### config.mk
export PLATFORM = sky130hd
export DESIGN_NAME = fp_result_queue_flat
export DESIGN_NICKNAME = d
export VERILOG_FILES = /design/src/rtl/fp_result_queue_if.sv /design/src/rtl/fp_result_queue.sv /design/src/flat_wrapper.sv
export SDC_FILE = /design/constraint.sdc
export NUM_CORES = 1
export LEC_CHECK = 0
export BUFFER_PORTS_ARGS = -buffer_cell sky130_fd_sc_hd__buf_2
export CELL_PAD_IN_SITES_DETAIL_PLACEMENT = 0
export CELL_PAD_IN_SITES_GLOBAL_PLACEMENT = 1
export CORE_AREA = 2 2 129 131
export CTS_BUF_LIST = sky130_fd_sc_hd__clkbuf_16
export DETAILED_ROUTE_END_ITERATION = 16
export DIE_AREA = 0 0 131 133
export PLACE_DENSITY = 0.77
export SYNTH_ARGS = -nofsm -noshare
export SYNTH_HDL_FRONTEND = slang
export SYNTH_SLANG_ARGS = --single-unit
export TNS_END_PERCENT = 10
### constraint.sdc
create_clock -name clk_i -period 2.4 [get_ports clk_i]
set_clock_uncertainty 0.15 [all_clocks]
set_input_delay 0.72 -clock clk_i [delete_from_list [all_inputs] [get_ports clk_i]]
set_output_delay 0.72 -clock clk_i [all_outputs]
set_load 0.01 [all_outputs]
### src/rtl/fp_result_queue_if.sv
// Valid/ready result stream between the FP ALU issue side, the result queue and its consumer.
// Signal suffixes are named from the queue's point of view.
interface fp_result_queue_if #(
    parameter int addr_width = 3,
    parameter int TAG_W      = 4
) ();
    // Push side: ALU outputs entering the queue
    logic                  in_valid_i;
    logic                  in_ready_o;
    logic [addr_width-1:0] op_code_i;
    logic [31:0]           fp_result_i;
    logic                  overflow_i;
    logic                  underflow_i;
    logic                  invalid_i;
    logic                  cmp_result_i;
    logic [TAG_W-1:0]      tag_i;

    // Pop side: registered head entry presented to the consumer
    logic                  out_valid_o;
    logic                  out_ready_i;
    logic [31:0]           out_data_o;
    logic                  out_is_cmp_o;
    logic [2:0]            out_flags_o;
    logic [TAG_W-1:0]      out_tag_o;

    modport master (
        output in_valid_i, op_code_i, fp_result_i, overflow_i, underflow_i,
               invalid_i, cmp_result_i, tag_i, out_ready_i,
        input  in_ready_o, out_valid_o, out_data_o, out_is_cmp_o, out_flags_o, out_tag_o
    );

    modport slave (
        input  in_valid_i, op_code_i, fp_result_i, overflow_i, underflow_i,
               invalid_i, cmp_result_i, tag_i, out_ready_i,
        output in_ready_o, out_valid_o, out_data_o, out_is_cmp_o, out_flags_o, out_tag_o
    );
endinterface

### src/rtl/fp_result_queue.sv
// Registered FIFO stage behind the combinational FP ALU: captures result, flags and tag,
// serves them over valid/ready, and keeps fflags-style sticky exception flags.
module fp_result_queue #(
    parameter int addr_width = 3,
    parameter int DEPTH      = 4,
    parameter int TAG_W      = 4
) (
    input  logic                   clk_i,
    input  logic                   rst_ni,
    fp_result_queue_if.slave       q,
    input  logic                   flags_clr_i,
    output logic [2:0]             flags_o,
    output logic [$clog2(DEPTH):0] count_o
);
    localparam int PTR_W = $clog2(DEPTH);
    localparam int CNT_W = PTR_W + 1;
    localparam logic [CNT_W-1:0]      FULL_CNT     = CNT_W'(DEPTH);
    localparam logic [addr_width-1:0] FIRST_CMP_OP = addr_width'(5);

    typedef struct packed {
        logic [31:0]      data;
        logic             is_cmp;
        logic [2:0]       flags;   // {invalid, overflow, underflow}
        logic [TAG_W-1:0] tag;
    } entry_t;

    entry_t           mem_q [DEPTH];
    entry_t           new_entry;
    entry_t           head;
    logic [PTR_W-1:0] wr_ptr_q, wr_ptr_d;
    logic [PTR_W-1:0] rd_ptr_q, rd_ptr_d;
    logic [CNT_W-1:0] count_q, count_d;
    logic [2:0]       flags_q, flags_d;
    logic             push, pop;

    // Ready depends only on the registered count, so a full queue refuses a push even if it pops.
    assign q.in_ready_o  = (count_q < FULL_CNT);
    assign q.out_valid_o = (count_q != '0);
    assign push          = q.in_valid_i && q.in_ready_o;
    assign pop           = q.out_valid_o && q.out_ready_i;

    // NOTE: every always_comb output gets a default first so no path leaves it unassigned (latch).
    always_comb begin
        new_entry     = '0;
        new_entry.tag = q.tag_i;
        if (q.op_code_i >= FIRST_CMP_OP) begin
            new_entry.data   = {31'b0, q.cmp_result_i};
            new_entry.is_cmp = 1'b1;
        end else begin
            new_entry.data  = q.fp_result_i;
            new_entry.flags = {q.invalid_i, q.overflow_i, q.underflow_i};
        end
    end

    always_comb begin
        wr_ptr_d = wr_ptr_q + PTR_W'(push);
        rd_ptr_d = rd_ptr_q + PTR_W'(pop);
        count_d  = count_q + CNT_W'(push) - CNT_W'(pop);
        // Clear takes effect before the pushed entry's flags are merged in.
        flags_d  = flags_clr_i ? 3'b000 : flags_q;
        if (push) begin
            flags_d = flags_d | new_entry.flags;
        end
    end

    // NOTE: sequential state uses non-blocking assignments so all registers update together.
    always_ff @(posedge clk_i or negedge rst_ni) begin
        if (!rst_ni) begin
            wr_ptr_q <= '0;
            rd_ptr_q <= '0;
            count_q  <= '0;
            flags_q  <= '0;
        end else begin
            wr_ptr_q <= wr_ptr_d;
            rd_ptr_q <= rd_ptr_d;
            count_q  <= count_d;
            flags_q  <= flags_d;
        end
    end

    // NOTE: storage is reset because the head outputs are read straight from it and must be zero in reset.
    always_ff @(posedge clk_i or negedge rst_ni) begin
        if (!rst_ni) begin
            for (int i = 0; i < DEPTH; i++) begin
                mem_q[i] <= '0;
            end
        end else if (push) begin
            mem_q[wr_ptr_q] <= new_entry;
        end
    end

    assign head           = mem_q[rd_ptr_q];
    assign q.out_data_o   = head.data;
    assign q.out_is_cmp_o = head.is_cmp;
    assign q.out_flags_o  = head.flags;
    assign q.out_tag_o    = head.tag;
    assign flags_o        = flags_q;
    assign count_o        = count_q;
endmodule

### src/flat_wrapper.sv
// flat-port wrapper written by rule: the top's interface ports become plain ports
module fp_result_queue_flat 
#(
    parameter int addr_width = 3,
    parameter int DEPTH      = 4,
    parameter int TAG_W      = 4
)
  (clk_i, rst_ni, flags_clr_i, flags_o, count_o, q_in_valid_i, q_op_code_i, q_fp_result_i, q_overflow_i, q_underflow_i, q_invalid_i, q_cmp_result_i, q_tag_i, q_out_ready_i, q_in_ready_o, q_out_valid_o, q_out_data_o, q_out_is_cmp_o, q_out_flags_o, q_out_tag_o);
  fp_result_queue_if #(.addr_width(addr_width), .TAG_W(TAG_W)) q_i ();
  input  logic clk_i;
  input  logic rst_ni;
  input  logic flags_clr_i;
  output logic [2:0] flags_o;
  output logic [$clog2(DEPTH):0] count_o;
  input wire logic [$bits(q_i.in_valid_i)-1:0] q_in_valid_i;
  input wire logic [$bits(q_i.op_code_i)-1:0] q_op_code_i;
  input wire logic [$bits(q_i.fp_result_i)-1:0] q_fp_result_i;
  input wire logic [$bits(q_i.overflow_i)-1:0] q_overflow_i;
  input wire logic [$bits(q_i.underflow_i)-1:0] q_underflow_i;
  input wire logic [$bits(q_i.invalid_i)-1:0] q_invalid_i;
  input wire logic [$bits(q_i.cmp_result_i)-1:0] q_cmp_result_i;
  input wire logic [$bits(q_i.tag_i)-1:0] q_tag_i;
  input wire logic [$bits(q_i.out_ready_i)-1:0] q_out_ready_i;
  output wire logic [$bits(q_i.in_ready_o)-1:0] q_in_ready_o;
  output wire logic [$bits(q_i.out_valid_o)-1:0] q_out_valid_o;
  output wire logic [$bits(q_i.out_data_o)-1:0] q_out_data_o;
  output wire logic [$bits(q_i.out_is_cmp_o)-1:0] q_out_is_cmp_o;
  output wire logic [$bits(q_i.out_flags_o)-1:0] q_out_flags_o;
  output wire logic [$bits(q_i.out_tag_o)-1:0] q_out_tag_o;
  assign q_i.in_valid_i = q_in_valid_i;
  assign q_i.op_code_i = q_op_code_i;
  assign q_i.fp_result_i = q_fp_result_i;
  assign q_i.overflow_i = q_overflow_i;
  assign q_i.underflow_i = q_underflow_i;
  assign q_i.invalid_i = q_invalid_i;
  assign q_i.cmp_result_i = q_cmp_result_i;
  assign q_i.tag_i = q_tag_i;
  assign q_i.out_ready_i = q_out_ready_i;
  assign q_in_ready_o = q_i.in_ready_o;
  assign q_out_valid_o = q_i.out_valid_o;
  assign q_out_data_o = q_i.out_data_o;
  assign q_out_is_cmp_o = q_i.out_is_cmp_o;
  assign q_out_flags_o = q_i.out_flags_o;
  assign q_out_tag_o = q_i.out_tag_o;
  fp_result_queue #(.addr_width(addr_width), .DEPTH(DEPTH), .TAG_W(TAG_W)) u_core (.clk_i(clk_i), .rst_ni(rst_ni), .q(q_i), .flags_clr_i(flags_clr_i), .flags_o(flags_o), .count_o(count_o));
endmodule
* Word-level counts from Yosys, hierarchy flattened
Index checks and enable logic that the tools add are counted.
** Storage, ports and cells
- Output and inout bits :: 48
- Input bits :: 48
- Register bits :: 170
** Cells by class
- Magnitude comparators :: 5
- $add $sub $neg :: 4
- Reductions and logical operators :: 4
- Multiplexer cells :: 11
- Bitwise operators :: 3
** Operators with widths (count)
- 160-bit bitwise mux :: 1
- 40-bit 2-to-1 mux :: 3
- 40-bit binary-select mux with 2-bit select :: 1
- 40-bit demux with 2-bit select :: 1
- 32-bit 2-to-1 mux :: 1
- 3-bit greater-or-equal comparator, second input constant :: 3
- 3-bit 2-to-1 mux :: 3
- 2-bit NOT with 3-bit output :: 2
- 2-bit by 1-bit adder with 2-bit output :: 2
- 3-bit by 1-bit adder with 3-bit output :: 1
- 1-bit logical AND :: 3
- 3-bit by 1-bit less-than comparator with 1-bit output, second input constant :: 1
- 3-bit less-than comparator, second input constant :: 1
- 3-bit OR :: 1
- 3-bit nonzero test :: 1
- 3-bit by 1-bit subtractor with 3-bit output :: 1
- 1-bit 2-to-1 mux :: 1

* Depth between registers and ports, before layout
Gate-level depths: netlist of the first run.
- Depth after elaboration :: 6
- Mapped depth :: 8
- Mapped depth without buffers :: 8

* Least setup slack after synthesis of the first run
No wires, ideal clock.
- Path kind :: register -> output
- From :: reg u_core.rd_ptr_q[0]
- To :: out q_out_data_o[0]
- Required time :: 1.530 ns
- Cell stages (with the launch flop) :: 4
- Data arrival time :: 1.309 ns
- Slack :: 0.221 ns
- Cells stage by stage :: dfrtp_1 > buf_2 > buf_2 > mux4_2
** On the way
- Longest elaborated chain between the ends :: 4
** RTL lines
- start: declaration :: RTL line fp_result_queue.sv:31 : logic [PTR_W-1:0] rd_ptr_q, rd_ptr_d;
- start signal: assignment :: RTL line fp_result_queue.sv:75 : rd_ptr_q <= rd_ptr_d;
- 2-bit NOT with 3-bit output (implied by the code) :: RTL line fp_result_queue.sv:92 : assign head = mem_q[rd_ptr_q];
- 40-bit binary-select mux with 2-bit select :: RTL line fp_result_queue.sv:92
- 40-bit 2-to-1 mux (implied by the code) (2 in a row) :: RTL line fp_result_queue.sv:92
- end: declaration :: RTL line flat_wrapper.sv:26 : output wire logic [$bits(q_i.out_data_o)-1:0] q_out_data_o;
No other way between the ends. The select of a mux whose other input is x is not followed.

* Worst setup path in the final report of the first run
- From :: reg u_core.rd_ptr_q[0]
- To :: out q_out_data_o[13]
The elaborated chain is that of the path after synthesis.

==> flow_summary_export.csv, run 1 <==
group,metric,value,unit
setup_path,crit_chain,"buf_12 > mux4_2 > buf_6",
sta,fmax,0.3765,GHz
detailed_routing,vias,4921,
sta,hold_violations,0,
power_and_ir_drop,p_sw_share,32.45,%
finish,final_cell_mix,"nand2_1, dfrtp_1, o21ai_0",
detailed_routing,drt-pass1-iter-count,4,
finish,drive_above_1_share,30.92,%
yosys,synth.distinct_cells,27,
place,io_buffers,95,
power_and_ir_drop,intPower,9.046,mW
place,post-place-cells,920,
sta,hold-worst-slack,0.1139,ns
yosys,synth_nets,673,
detailed_routing,drt_wl_total,16310,um
floorplan,die_h,133,um
grt,grt_max_degree,55,
power_and_ir_drop,powerDensity,1485,nW/um2
power_and_ir_drop,cellLeakagePower,4.242,nW
finish,final_common_cell,"nand2_1",
yosys,netlist_instances,622,
finish,final_util,55.77,%
setup_path,critPathKind,"reg2out",
sta,finalWorstSetupSlack,-0.2560,ns
sta,setup_viol,40,
job,cap_violations,0,
yosys,yosysWarnings,0,
sta,grt_setup_unrepaired,"true",
power_and_ir_drop,p_comb_share,40.2,%
finish,stdcell_count,951,
power_and_ir_drop,finalPower,13.39,mW
min_path,hold_class,"in2async",
floorplan,die_w,131,um
sta,drv_slew,0,
power_and_ir_drop,power_frac_seq,37.9,%
floorplan,start_util,44.96,%
finish,seqCellArea,4260,um2
yosys,synth_top_family_by_area,"multiplexers",
clock_tree,clk_pin_slew_worst_paths,0.07,ns
clock_tree,cts_tree,"built",
outcome,violations,"setup timing",
sta,fin_setup_tns,-8.969,ns
grt,first_global_vias,5127,
setup_path,regToRegSetupSlack,0.33,ns
clock_tree,cts-buffers-inserted,17,
power_and_ir_drop,ir_worst_vdd,0.0007161,V
yosys,yosys.area_share.simple,10.03,%
yosys,synth.area.mux_share,15.90,%
setup_path,startpoint_type,"register",
grt,antenna_found_initial,0,
detailed_routing,post-route-drc-count,0,
detailed_routing,ant_nets,0,
outcome,status,"finished with violations",
yosys,synth_area,7271,um2
clock_tree,cts_buffer_depth,2,
clock_tree,h-tree-depth,4,
finish,nets,770,
power_and_ir_drop,p_clk_share,21.9,%
clock_tree,cts.sinks,170,
detailed_routing,wl_per_cell,17.15,um
floorplan,ioPinCount,96,
setup_path,crit_family,"multiplexers",
sta,worst_pin_slew,0.5336,ns
floorplan,core-area,16170,um2
yosys,synth_fa_ha_area_share,0.6195,%
power_and_ir_drop,switchingPower,4.345,mW
clock_tree,hold_buffers,0,
detailed_routing,drt_iter0_markers,297,
yosys,synth_compound_gate_area_share,10.58,%
finish,n_antenna_cell,0,
yosys,synthXorXnorAreaFrac,0.6023,%
yosys,synth_area_per_cell,11.69,um2
floorplan,floorplan.rows,47,
grt,grt_first_pass_wirelength,26760,um
clock_tree,root_buffer,"clkbuf_16",
setup_path,critPathSlowestCell,"mux4_2",
sta,fin_crit,2.656,ns
clock_tree,post_cts_buffers,0,
floorplan,die_area,17420,um2
setup_path,max_stage_delay,0.55,ns
setup_path,cp.arrival,1.79,ns
sta,fin_crit_sh,110.7,%
finish,fillCellCount,1375,
setup_path,cp_max_fo,13,
finish,multi_input_comb_area,2793,um2
yosys,ys_seq_elements,170,
grt,grt.total_usage,20.21,%
setup_path,cp-end-kind,"output port",
setup_path,path_buf_inv,2,
place,dpl_cell_area,8202,um2
setup_path,required,1.53,ns
sta,maxSlewHeadroom,64.43,%
finish,design_area,9019,um2
clock_tree,clkLatencyLatePin,0.42,ns
detailed_routing,viasPerCell,5.175,
finish,synthToLayoutAreaGrowth,24.04,%
grt,overflow,0,
place,pre_cts_ws,0.1307,ns
clock_tree,cts_resized,18,
place,hpwl,10870,um
place,gp_congestion,0.7365,
yosys,ys_seq_area_share,58.51,%
## power groups by stage
stage	registers (mW)	clock network (mW)	logic, mW
2_1_floorplan	4.82	0	3.28
3_3_place_gp	4.99	0	4.71
3_5_place_dp	5.12	0	4.85
4_1_cts	5.07	3.00	5.23
5_1_grt	5.25	3.12	5.92
6_report	5.08	2.93	5.38
## final cells by class
cell class	instances	area share [%]
well taps	220	3.052
repair buffers	124	11.43
multi-input cells	398	30.97
inverters	8	0.3330
flip-flops and latches	170	47.24
clock buffers	17	4.717
clock inverters	14	2.261
## cells by family after synthesis
kind of cell    count (synthesis)
mux                            62
buf+inv                        54
compound gates                144
xor+xnor                        5
fa+ha+maj                       3
simple gates                  184
flops                         170
## cell usage after synthesis
| library cell | number | area share (%) |
|---|---|---|
| nand2_1 | 175 | 9.0 |
| dfrtp_1 | 170 | 59 |
| o21ai_0 | 120 | 8.3 |
| mux4_2 | 40 | 12 |
| buf_2 | 20 | 1.4 |
| clkbuf_1 | 16 | 0.83 |
| mux2_2 | 12 | 1.9 |
| o21ai_1 | 11 | 0.76 |
| o21ai_2 | 10 | 1.2 |
| inv_1 | 8 | 0.41 |
| buf_6 | 6 | 0.93 |
| mux2i_1 | 6 | 0.83 |
| buf_1 | 4 | 0.21 |
| mux2_4 | 4 | 0.83 |
| xnor2_1 | 4 | 0.48 |
| a22o_1 | 3 | 0.36 |
| ha_1 | 2 | 0.34 |
| nand4bb_1 | 2 | 0.31 |
| and2_1 | 1 | 0.086 |
| fa_1 | 1 | 0.28 |
| nand3_1 | 1 | 0.069 |
| nand4b_1 | 1 | 0.12 |
| nor2_1 | 1 | 0.052 |
| nor2b_1 | 1 | 0.086 |
| or3_1 | 1 | 0.086 |
| or4b_4 | 1 | 0.19 |
| xor2_1 | 1 | 0.12 |
## final timing paths
| path | endpoint | cells after the start | from |
|---|---|---|---|
| setup reg to reg | u_core.count_o[2] | 6 | u_core.count_o[2] |
| setup / recovery | q_out_data_o[13] | 3 | u_core.rd_ptr_q[0] |
| min in group clk_i | u_core.mem_q[13] | 2 | u_core.mem_q[13] |
| max in group asynchronous | u_core.mem_q[154] | 2 | rst_ni |
| hold / removal | u_core.mem_q[97] | 1 | rst_ni |
| hold reg to reg | u_core.mem_q[13] | 2 | u_core.mem_q[13] |
## worst reg2reg max path: cells and delay by family (launching register included)
family | cells | cell delay (ns)
xor gates and xnor gates | 2 | 0.32
and+or+nand+nor | 3 | 0.65
DFF | 1 | 0.47
adders and majority gates | 1 | 0.40
## flip-flops by register name, indices dropped and copies added, names as in the netlist
signal / cells
u_core.mem_q: 160
u_core.count_o: 3
u_core.flags_o: 3
u_core.rd_ptr_q: 2
u_core.wr_ptr_q: 2
## layer usage
| metal | global-route usage, % | part of all wire (%) | wire (um) | vias to the layer above |
|---|---|---|---|---|
| met5 | 0 | 0 | 0 | - |
| met4 | 6.501 | 1.0 | 165 | 0 |
| met2 | 32.15 | 51 | 8249 | 94 |
| met1 | 27.95 | 45 | 7326 | 2464 |
| met3 | 4.205 | 3.5 | 564 | 14 |
| li1 | - | - | - | 2349 |
Note: power is estimated with default switching activity, not from simulation.
==> inputs of run 2 (changes only) <==
==> constraint.sdc (replaced) <==
create_clock -name clk_i -period 2.5 [get_ports clk_i]
set_clock_uncertainty 0.15 [all_clocks]
set_input_delay 0.75 -clock clk_i [delete_from_list [all_inputs] [get_ports clk_i]]
set_output_delay 0.75 -clock clk_i [all_outputs]
set_load 0.01 [all_outputs]
==> run 2 against run 1 <==
The flow still finishes with violations (setup timing); register-to-register slack improved by 0.07 ns; cell count down 0.63%; critical path depth unchanged; clock-buffer cell count is the same; sequential power fell by 4.3%; via count decreased by 0.43%; hold slack better by 0.21 ns; flip-flop and latch count did not move; non-clock buffer count fell by 7; total power shrank 4.0%; combinational power fell by 3.7%; die area is the same.
==> flow_summary_export.csv, run 2 (same netlist as run 1, synthesis figures left out) <==
group,metric,value,unit
outcome,status,"finished with violations",
outcome,violations,"setup timing",
grt,antenna_found_initial,0,
detailed_routing,drt_wl_total,16000,um
setup_path,critPathKind,"reg2out",
setup_path,startpoint_type,"register",
setup_path,crit_start,"u_core.rd_ptr_q[0]",
grt,overflow,0,
sta,drv_slew,0,
grt,grt_first_pass_wirelength,26570,um
grt,first_global_vias,5217,
sta,worst_pin_slew,0.5040,ns
clock_tree,cts_buffer_depth,2,
sta,fin_crit_sh,108.3,%
setup_path,regToRegSetupSlack,0.40,ns
sta,hold-worst-slack,0.3226,ns
grt,busiest_layer,"met2",
grt,grt_max_degree,63,
setup_path,crit_path_end,"q_out_data_o[30]",
finish,synthToLayoutAreaGrowth,24.04,%
sta,fmax,0.3694,GHz
grt,grt.total_usage,20.09,%
floorplan,die_w,131,um
power_and_ir_drop,ir_worst_vdd,0.0006046,V
setup_path,cp.arrival,1.81,ns
detailed_routing,wl_per_cell,16.93,um
clock_tree,cts-buffers-inserted,17,
place,gp_congestion,0.7367,
finish,largest_register,"u_core.mem_q",
clock_tree,root_buffer,"clkbuf_16",
clock_tree,clk_pin_slew_worst_paths,0.06,ns
detailed_routing,viasPerCell,5.185,
clock_tree,cts.sinks,170,
setup_path,crit_chain,"buf_12 > mux4_2 > buf_6",
job,cap_violations,0,
min_path,hold_class,"reg2reg",
sta,finalWorstSetupSlack,-0.2069,ns
grt,grt_util_met2,33.02,%
grt,use_met1,26.45,%
detailed_routing,vias,4900,
setup_path,r2r_start,"u_core.count_o[2]",
floorplan,start_util,44.96,%
setup_path,rr_endpoint,"u_core.count_o[2]",
setup_path,worst_r2r_path_depth,6,
grt,use_met3,4.286,%
setup_path,cp_max_fo,17,
floorplan,ioPinCount,96,
setup_path,crit_family,"multiplexers",
power_and_ir_drop,powerDensity,1425,nW/um2
detailed_routing,post-route-drc-count,0,
floorplan,core-area,16170,um2
setup_path,required,1.60,ns
sta,maxSlewHeadroom,66.32,%
place,hpwl,10390,um
finish,n_antenna_cell,0,
clock_tree,cts_tree,"built",
setup_path,critPathSlowestCell,"mux4_2",
floorplan,die_h,133,um
clock_tree,h-tree-depth,4,
place,io_buffers,95,
detailed_routing,ant_nets,0,
sta,fin_crit,2.707,ns
setup_path,path_depth,3,
setup_path,cp-end-kind,"output port",
detailed_routing,drt-pass1-iter-count,4,
sta,setup_viol,40,
finish,final_common_cell,"nand2_1",
setup_path,path_buf_inv,2,
sta,hold_violations,0,
power_and_ir_drop,cellLeakagePower,4.238,nW
sta,grt_setup_unrepaired,"true",
sta,fin_setup_tns,-6.343,ns
floorplan,die_area,17420,um2
floorplan,floorplan.rows,47,
finish,final_util,55.77,%
finish,nets,763,
finish,final_cell_mix,"nand2_1, dfrtp_1, o21ai_0",
setup_path,max_stage_delay,0.55,ns
finish,drive_above_1_share,30.07,%
clock_tree,clkLatencyLatePin,0.43,ns
detailed_routing,drt_iter0_markers,274,
finish,largest_reg_flops,160,
run 2: timing repair:
item,in CTS,in global routing
hold buffers,1,0
resized for setup,24,10
setup endpoints to repair,40,41
endpoints found under the hold margin,8,0
buffers inserted,0,0
pin swaps,0,0
run 2: power breakdown:
| group | leakage (nW) | switching [mW] | internal [mW] |
|---|---|---|---|
| sequential | 2.17 | 0.752 | 4.11 |
| clock | 0.316 | 1.06 | 1.76 |
| combinational | 1.76 | 2.33 | 2.85 |
| total | 4.24 | 4.14 | 8.71 |
run 2: per-stage QoR:
stage | power (mW) | setup WS, ns | std cells | instance area [um2]
floorplan | 7.777 | 0.2905 | 622 | 7271
global placement | 9.272 | 0.1999 | 912 | 8167
detailed placement | 9.525 | 0.1389 | 912 | 8167
CTS | 12.85 | -0.2234 | 945 | 8961
global route | 13.70 | -0.2557 | 945 | 9019
finish | 12.85 | -0.2069 | 945 | 9019
run 2: cell type report:
type                            count  area (um2)
Timing Repair Buffer              117        1031
Clock inverter                     15       209.0
Clock buffer                       17       425.4
Fill cell                        1355        7153
Sequential cell                   170        4260
Tap cell                          220       275.3
Inverter                            8       30.03
Multi-Input combinational cell    398        2788
run 2: worst min path at each step:
stage / endpoint / cells past startpoint / slack [ns] / startpoint
CTS: u_core.mem_q[119] / 2 / 0.33 / u_core.mem_q[119]
global placement: u_core.mem_q[108] / 2 / 0.31 / u_core.mem_q[108]
finish: u_core.mem_q[119] / 2 / 0.32 / u_core.mem_q[119]
global route: u_core.mem_q[53] / 2 / 0.35 / u_core.mem_q[53]
detailed placement: u_core.mem_q[119] / 2 / 0.32 / u_core.mem_q[119]
floorplan: u_core.mem_q[135] / 2 / 0.29 / u_core.mem_q[135]
run 2: routing by layer:
metal | part of all wire (%) | up-vias
li1 | - | 2331
met1 | 44 | 2446
met2 | 51 | 104
met3 | 3.7 | 19
met4 | 1.6 | 0
met5 | 0 | -
run 2: tightest hold or removal path: stages (launching register included):
cell	delay (ns)
dfrtp_1	0.34
nand2_1	0.04
o21ai_0	0.06
